[config.mk]
export PLATFORM = sky130hd
export DESIGN_NAME = serial_subtractor
export DESIGN_NICKNAME = d
export VERILOG_FILES = /design/src/rtl/serial_subtractor.sv
export SDC_FILE = /design/constraint.sdc
export NUM_CORES = 1
export LEC_CHECK = 0
export ABC_AREA = 1
export BUFFER_PORTS_ARGS = -buffer_cell sky130_fd_sc_hd__buf_2
export CAP_MARGIN = 20
export CORE_MARGIN = 2
export CORE_UTILIZATION = 42
export CTS_BUF_LIST = sky130_fd_sc_hd__clkbuf_8
export DETAILED_ROUTE_END_ITERATION = 7
export GPL_TIMING_DRIVEN = 0
export HOLD_SLACK_MARGIN = 0.03
export PLACE_DENSITY = 0.61
export SLEW_MARGIN = 20
export SYNTH_ARGS = -nofsm -noshare
export SYNTH_HDL_FRONTEND = slang
export SYNTH_SLANG_ARGS = --single-unit
[constraint.sdc]
create_clock -name clk -period 1.4 [get_ports clk]
set_input_delay 0.14 -clock clk [delete_from_list [all_inputs] [get_ports clk]]
set_output_delay 0.14 -clock clk [all_outputs]
set_load 0.02 [all_outputs]
[src/rtl/serial_subtractor.sv]
// Bit-serial subtractor: one full-subtractor cell processes a - b LSB first,
// one bit per clock, and publishes diff/borrow/overflow with a one-cycle done pulse.
module serial_subtractor #(
    parameter int WIDTH = 8
) (
    input  logic             clk,
    input  logic             rst_n,
    input  logic             start,
    input  logic [WIDTH-1:0] a,
    input  logic [WIDTH-1:0] b,
    output logic             busy,
    output logic             done,
    output logic [WIDTH-1:0] diff,
    output logic             borrow,
    output logic             overflow
);

    localparam int CW = (WIDTH > 1) ? $clog2(WIDTH) : 1;
    localparam logic [CW-1:0] LAST = CW'(WIDTH - 1);

    typedef enum logic [1:0] {
        IDLE,
        SHIFT,
        DONE
    } state_t;

    state_t           state;
    state_t           state_next;
    logic [WIDTH-1:0] a_sh;
    logic [WIDTH-1:0] b_sh;
    logic [WIDTH-1:0] acc;
    logic [WIDTH-1:0] acc_next;
    logic [CW-1:0]    cnt;
    logic             br;
    logic             br_next;
    logic             d_bit;
    logic             ovf_bit;
    logic             load;
    logic             last;

    // Datapath: the current operand bits always sit at a_sh[0]/b_sh[0], so on
    // the final SHIFT cycle they are the captured MSBs used for overflow.
    always_comb begin
        load     = start && (state != SHIFT);
        last     = (cnt == LAST);
        d_bit    = a_sh[0] ^ b_sh[0] ^ br;
        br_next  = (~a_sh[0] & b_sh[0]) | (~(a_sh[0] ^ b_sh[0]) & br);
        ovf_bit  = (a_sh[0] != b_sh[0]) && (d_bit != a_sh[0]);
        acc_next = acc >> 1;
        acc_next[WIDTH-1] = d_bit;
    end

    // NOTE: every output of a combinational block gets a default before the
    // case statement so no path leaves a signal unassigned (no latch).
    always_comb begin
        state_next = state;
        busy       = 1'b0;
        done       = 1'b0;
        case (state)
            IDLE: begin
                if (start) state_next = SHIFT;
            end
            SHIFT: begin
                busy = 1'b1;
                if (last) state_next = DONE;
            end
            DONE: begin
                done       = 1'b1;
                state_next = start ? SHIFT : IDLE;
            end
            default: state_next = IDLE;
        endcase
    end

    // NOTE: sequential state uses non-blocking assignments so every flop
    // samples the pre-edge values, independent of statement order.
    always_ff @(posedge clk or negedge rst_n) begin
        if (!rst_n) state <= IDLE;
        else        state <= state_next;
    end

    always_ff @(posedge clk or negedge rst_n) begin
        if (!rst_n) begin
            a_sh     <= '0;
            b_sh     <= '0;
            acc      <= '0;
            cnt      <= '0;
            br       <= 1'b0;
            diff     <= '0;
            borrow   <= 1'b0;
            overflow <= 1'b0;
        end else if (load) begin
            a_sh <= a;
            b_sh <= b;
            acc  <= '0;
            cnt  <= '0;
            br   <= 1'b0;
        end else if (state == SHIFT) begin
            a_sh <= a_sh >> 1;
            b_sh <= b_sh >> 1;
            acc  <= acc_next;
            br   <= br_next;
            cnt  <= cnt + CW'(1);
            // Results are only published as a whole, never mid-operation.
            if (last) begin
                diff     <= acc_next;
                borrow   <= br_next;
                overflow <= ovf_bit;
            end
        end
    end

endmodule

# Yosys cells after proc, flatten, opt, wreduce, memory -nomap -nowiden
# Cells that the tools add are included.
[totals]
ff_bits = 40
latchBits = 0
ramBits = 0
romBits = 0
output_inout_bits = 12
elab_cells = 48
mem_count = 0
[op_classes]
n_addsub = 1
mul = 0
div_mod_pow = 0
n_lt_le_gt_ge = 0
n_eq_ne = 8
n_shift = 0
n_mux = 16
n_bitwise = 8
n_reduce_logical = 6
[op_table]
columns = ["operator", "n"]
rows = [
  ["8-bit two-way mux", 6],
  ["3-bit two-way mux", 2],
  ["2-bit one-hot mux with 3 select lines", 1],
  ["1-bit two-way mux", 5],
  ["2-bit two-way mux", 2],
  ["2-bit != test (second input constant)", 2],
  ["3-bit by 1-bit adder with 3-bit output (second input constant)", 1],
  ["3-bit == test (second input constant)", 1],
  ["1-bit inverter", 3],
  ["3-bit AND reduction", 1],
  ["1-bit bitwise AND", 2],
  ["2-bit by 1-bit == test with 1-bit output (second input constant)", 1],
  ["2-bit == test (second input constant)", 1],
  ["1-bit logical AND", 2],
  ["2-bit zero test", 1],
  ["1-bit != test", 2],
  ["2-bit by 1-bit != test with 1-bit output (second input constant)", 1],
  ["2-bit AND reduction", 1],
  ["2-bit nonzero test", 1],
  ["1-bit XOR", 2],
  ["1-bit OR", 1],
]

# Depth between registers and ports, before layout
[logic_depth]
ltp_word = 6
mapped_depth = 6
depth_no_buf = 6

# Worst setup path after synthesis
# Ideal clock, no wire load.
[synth_path]
path_type = "reg2reg"
start = "register a_sh[0]"
end = "register overflow"
setup_ns = 0.117
arrival_ns = 1.171
slack_ns = 0.112
stages_incl_launch_ff = 6
n_path_buf = 0
synth_period_minus_slack_ns = 1.288
path_cell_list = "dfrtp_1 fa_1 nor2_1 nor2_1 nand3_1 nand2_1"
[synth_via]
elab_chain_len = 4
elab_cells_between_ends = 5
cone_classes = "2 x eq/ne; 2 x bitwise; 1 x reduce/logical"
[synth_rtl]
columns = ["element", "line_no", "source"]
rows = [
  ["from (decl)", "29", "logic [WIDTH-1:0] a_sh;"],
  ["from (signal assigned)", "99", "a_sh <= a_sh >> 1;"],
  ["1-bit XOR (2 in series)", "46", "d_bit = a_sh[0] ^ b_sh[0] ^ br;"],
  ["named net d_bit", "36", "logic d_bit;"],
  ["1-bit != test", "48", "ovf_bit = (a_sh[0] != b_sh[0]) && (d_bit != a_sh[0]);"],
  ["1-bit logical AND", "48", ""],
  ["to (signal assigned)", "108", "overflow <= ovf_bit;"],
  ["to (decl)", "15", "output logic overflow"],
]
# The timed path passes the listed nets, and every way through them passes these cells.
# A chain may end at the register's enable or synchronous reset.

# Worst setup path in the final report
[layout_path]
start = "register cnt[0]"
end = "register diff[2]"
[layout_via]
elab_chain_len = 2
[layout_rtl]
columns = ["element", "line_no", "source"]
rows = [
  ["from (decl)", "33", "logic [CW-1:0] cnt;"],
  ["from (signal assigned)", "103", "cnt <= cnt + CW'(1);"],
  ["3-bit == test", "45", "last = (cnt == LAST);"],
  ["3-bit AND reduction (no source line)", "--", ""],
  ["to (signal assigned)", "106", "diff <= acc_next;"],
  ["to (decl)", "13", "output logic [WIDTH-1:0] diff,"],
]
# Every way passes these cells.

==> impl_metrics.ini <==
[sta]
period_needed_ns = 1.34
worst_pin_slew_ns = 0.851
finalHoldViolCount = 0
fin_crit_sh = 0.959
rsz0062_at_grt = true
max_freq_mhz = 744
setup_viol = 0
fin_worst_hold_slack_ns = 0.0599
slew_violations = 0
max-slew-margin-rel = 0.433
clock-skew-final_ns = 0.00711

[clocking]
tritoncts = yes
clock_buffers_created_by_tritoncts = 5
clock_sinks = 39
htreeDepth = 2
clk_pin_slew_worst_paths_ns = 0.07
cts.root.buffer_cell = sky130_fd_sc_hd__clkbuf_8
clockBufferDepth = 2
clock_insertion_delay_worst_skew_ns = 0.29

[setup_path]
start_kind = flip-flop
worstPathMaxFanout = 10
worst_r2r_path_depth = 5
critical_path_arrival_ns = 1.52
required_worst_endpoint_ns = 1.57
critPathLaunch = cnt[0]
timing.critical_path.to_type = flip-flop
critical_path.reg2reg.startpoint = cnt[0]
crit_path_class = reg -> reg

[place]
port_buffers = 30
gp_routability_congestion = 0.795
detailed_place.area_sq_um = 1940
place.detailed.hpwl_um = 2420

[yosys]
netlist-cell-type-count = 16
synth_area_sq_um = 1730
synthesis.yosys.warnings = 0
synth.cells.most_frequent = 43 x sky130_fd_sc_hd__nand3_1, 39 x sky130_fd_sc_hd__dfrtp_1, 38 x sky130_fd_sc_hd__nand2_1, 13 x sky130_fd_sc_hd__inv_1
synth.top_cell.area_share = 0.564
post_synth_edffs = 0
largest_cells_by_area_after_synthesis = sky130_fd_sc_hd__dfrtp_1 56%, sky130_fd_sc_hd__nand3_1 12%, sky130_fd_sc_hd__nand2_1 8.2%
synth_largest_area_cell = sky130_fd_sc_hd__dfrtp_1
synth.ff_latch_count = 39
seq_area_frac_synth = 0.564
synth_ff_type = sky130_fd_sc_hd__dfrtp_1
syn-num-nets = 201
yosysMostFrequentCell = sky130_fd_sc_hd__nand3_1
post_synth.cell_area_avg_sq_um = 9.71
netlist_instances = 178
async_reset_ff_frac = 1.00

[finish]
area.growth.synth_to_final_pct = 21.9
final_util = 0.531
insertedDiodeCount = 0
filler_cell_count = 372
design_area_sq_um = 2110
multiInputGateArea_sq_um = 616
regArea_sq_um = 977
final_net_count = 243
final_layout_size_suffix_gt1_frac = 0.317

[route]
post_drt_wl_per_cell_um = 12.8
firstDrtPassIters = 4
antenna_violating_nets_left = 0
drt-vias-per-instance = 5.08
1st_iter_drt_viols = 87
route.vias.total = 1377
route.final.wire_length_um = 3480
drc_errors = 0

[global_routing]
groute.layer.met1.usage = 0.230
grt_use_met2 = 0.275
busiest_layer = met2
grt_max_degree = 40
grt_antenna_before_repair = 0
grt_usage = 0.174
grt_pass1_wl_um = 5980
first_global_vias = 1322
grt.overflow.total = 0
global_routing_usage_on_met3 = 0.0411

[run]
max-cap-violations = 0

[power]
worst_ir_drop_vdd_uv = 948
p_total_w = 0.00484
power-per-cell-area_nw_per_um2 = 2300
leakage_dissipation_nw = 1.08

[floorplan]
dieWidth_um = 68.2
dieHeight_um = 68.2
initial_core_util = 0.435
placementRows = 23
dieArea_sq_um = 4650
io_pins = 31
coreArea_sq_um = 3970

[worst_hold_path]
holdCritStartpoint = b[7]
hold-path-cell-count = 3
hold_path_class = in -> reg

[outcome]
status = completed
through the flow:
stage                     setup TNS, ns  instances  worst slack (ns)
after detailed placement              0        258           0.00183
after global placement                0        258            0.0174
final                                 0        271            0.0567
after CTS                       -0.0192        269          -0.00929
after global routing            -0.0880        271           -0.0622
after floorplan                       0        178             0.112
area by class of cell:
| type | instances | area share |
|---|---|---|
| plain buffers | 8 | 0.0338 |
| clock inverters | 2 | 0.0166 |
| multi-input cells | 114 | 0.292 |
| well taps | 50 | 0.0297 |
| clock buffers | 6 | 0.0392 |
| repair buffers | 36 | 0.0967 |
| inverters | 16 | 0.0285 |
| flip-flops and latches | 39 | 0.464 |
final timing paths:
kind                                 to  slack, ns
worst max-delay path            diff[2]       0.06
worst min-delay path            b_sh[7]       0.06
worst max register to register  diff[2]       0.06
worst min register to register  diff[1]       0.48
max in group asynchronous       a_sh[0]       0.33
min in group asynchronous       diff[6]       0.50
metal layers:
metal / routed length (um) / up-vias / share of wire
met5: 0 / - / 0
met3: 129 / 5 / 0.037
met2: 1760 / 23 / 0.51
li1: - / 674 / -
met4: 39 / 0 / 0.011
met1: 1540 / 675 / 0.44
worst max-delay path: stages (launching register included):
cell and delay [ns]:
sky130_fd_sc_hd__dfrtp_1 0.40, sky130_fd_sc_hd__ha_1 0.21, sky130_fd_sc_hd__ha_1 0.23, sky130_fd_sc_hd__nand2_4 0.15, sky130_fd_sc_hd__buf_6 0.18, sky130_fd_sc_hd__o21ai_2 0.06
registers in the layout (all words and copies together) (netlist names):
signal and count:
b_sh 8, overflow 1, cnt 3, acc 7
diff 8, a_sh 8, state 2, borrow 1
br 1
where the power goes:
group	switching [W]	internal, W
combinational	0.00121	0.000846
sequential	0.000226	0.00160
clock	0.000382	0.000576
total	0.00182	0.00302
timing repair:
action                                  4_1_cts  5_1_grt
hold buffers                                  1        0
resized for setup                             1        4
setup buffers                                 2        3
endpoints found under the setup margin        5       12
pin swaps                                     0        2
hold endpoints to repair                     39        0
kinds of logic after synthesis:
group,synth area share
and+or+nand+nor,0.239
buffers and inverters,0.0825
DFF,0.564
AOI/OAI and AO/OA,0.0810
adders and majority gates,0.0333
cell usage in the layout, fill, tap and decap left out:
cell | synthesis | routed
sky130_fd_sc_hd__a21oi_1 | 1 | 1
sky130_fd_sc_hd__nand2_4 | 0 | 1
sky130_fd_sc_hd__clkinv_2 | 0 | 1
sky130_fd_sc_hd__buf_6 | 6 | 6
sky130_fd_sc_hd__inv_2 | 3 | 4
sky130_fd_sc_hd__dfrtp_1 | 39 | 38
sky130_fd_sc_hd__inv_1 | 13 | 12
sky130_fd_sc_hd__dlygate4sd3_1 | 0 | 1
sky130_fd_sc_hd__o22ai_1 | 9 | 9
sky130_fd_sc_hd__buf_4 | 0 | 5
sky130_fd_sc_hd__dfrtp_2 | 0 | 1
sky130_fd_sc_hd__bufinv_16 | 0 | 1
sky130_fd_sc_hd__nor2_2 | 1 | 1
sky130_fd_sc_hd__nand2_2 | 3 | 2
sky130_fd_sc_hd__clkbuf_8 | 0 | 6
sky130_fd_sc_hd__o21ai_2 | 9 | 9
sky130_fd_sc_hd__ha_1 | 3 | 3
sky130_fd_sc_hd__buf_2 | 3 | 32
sky130_fd_sc_hd__nor2_4 | 1 | 1
sky130_fd_sc_hd__fa_1 | 1 | 1
sky130_fd_sc_hd__nand2_1 | 38 | 38
sky130_fd_sc_hd__nor2_1 | 5 | 5
sky130_fd_sc_hd__nand3_1 | 43 | 43
No activity file was read; power rests on OpenSTA's default activity.
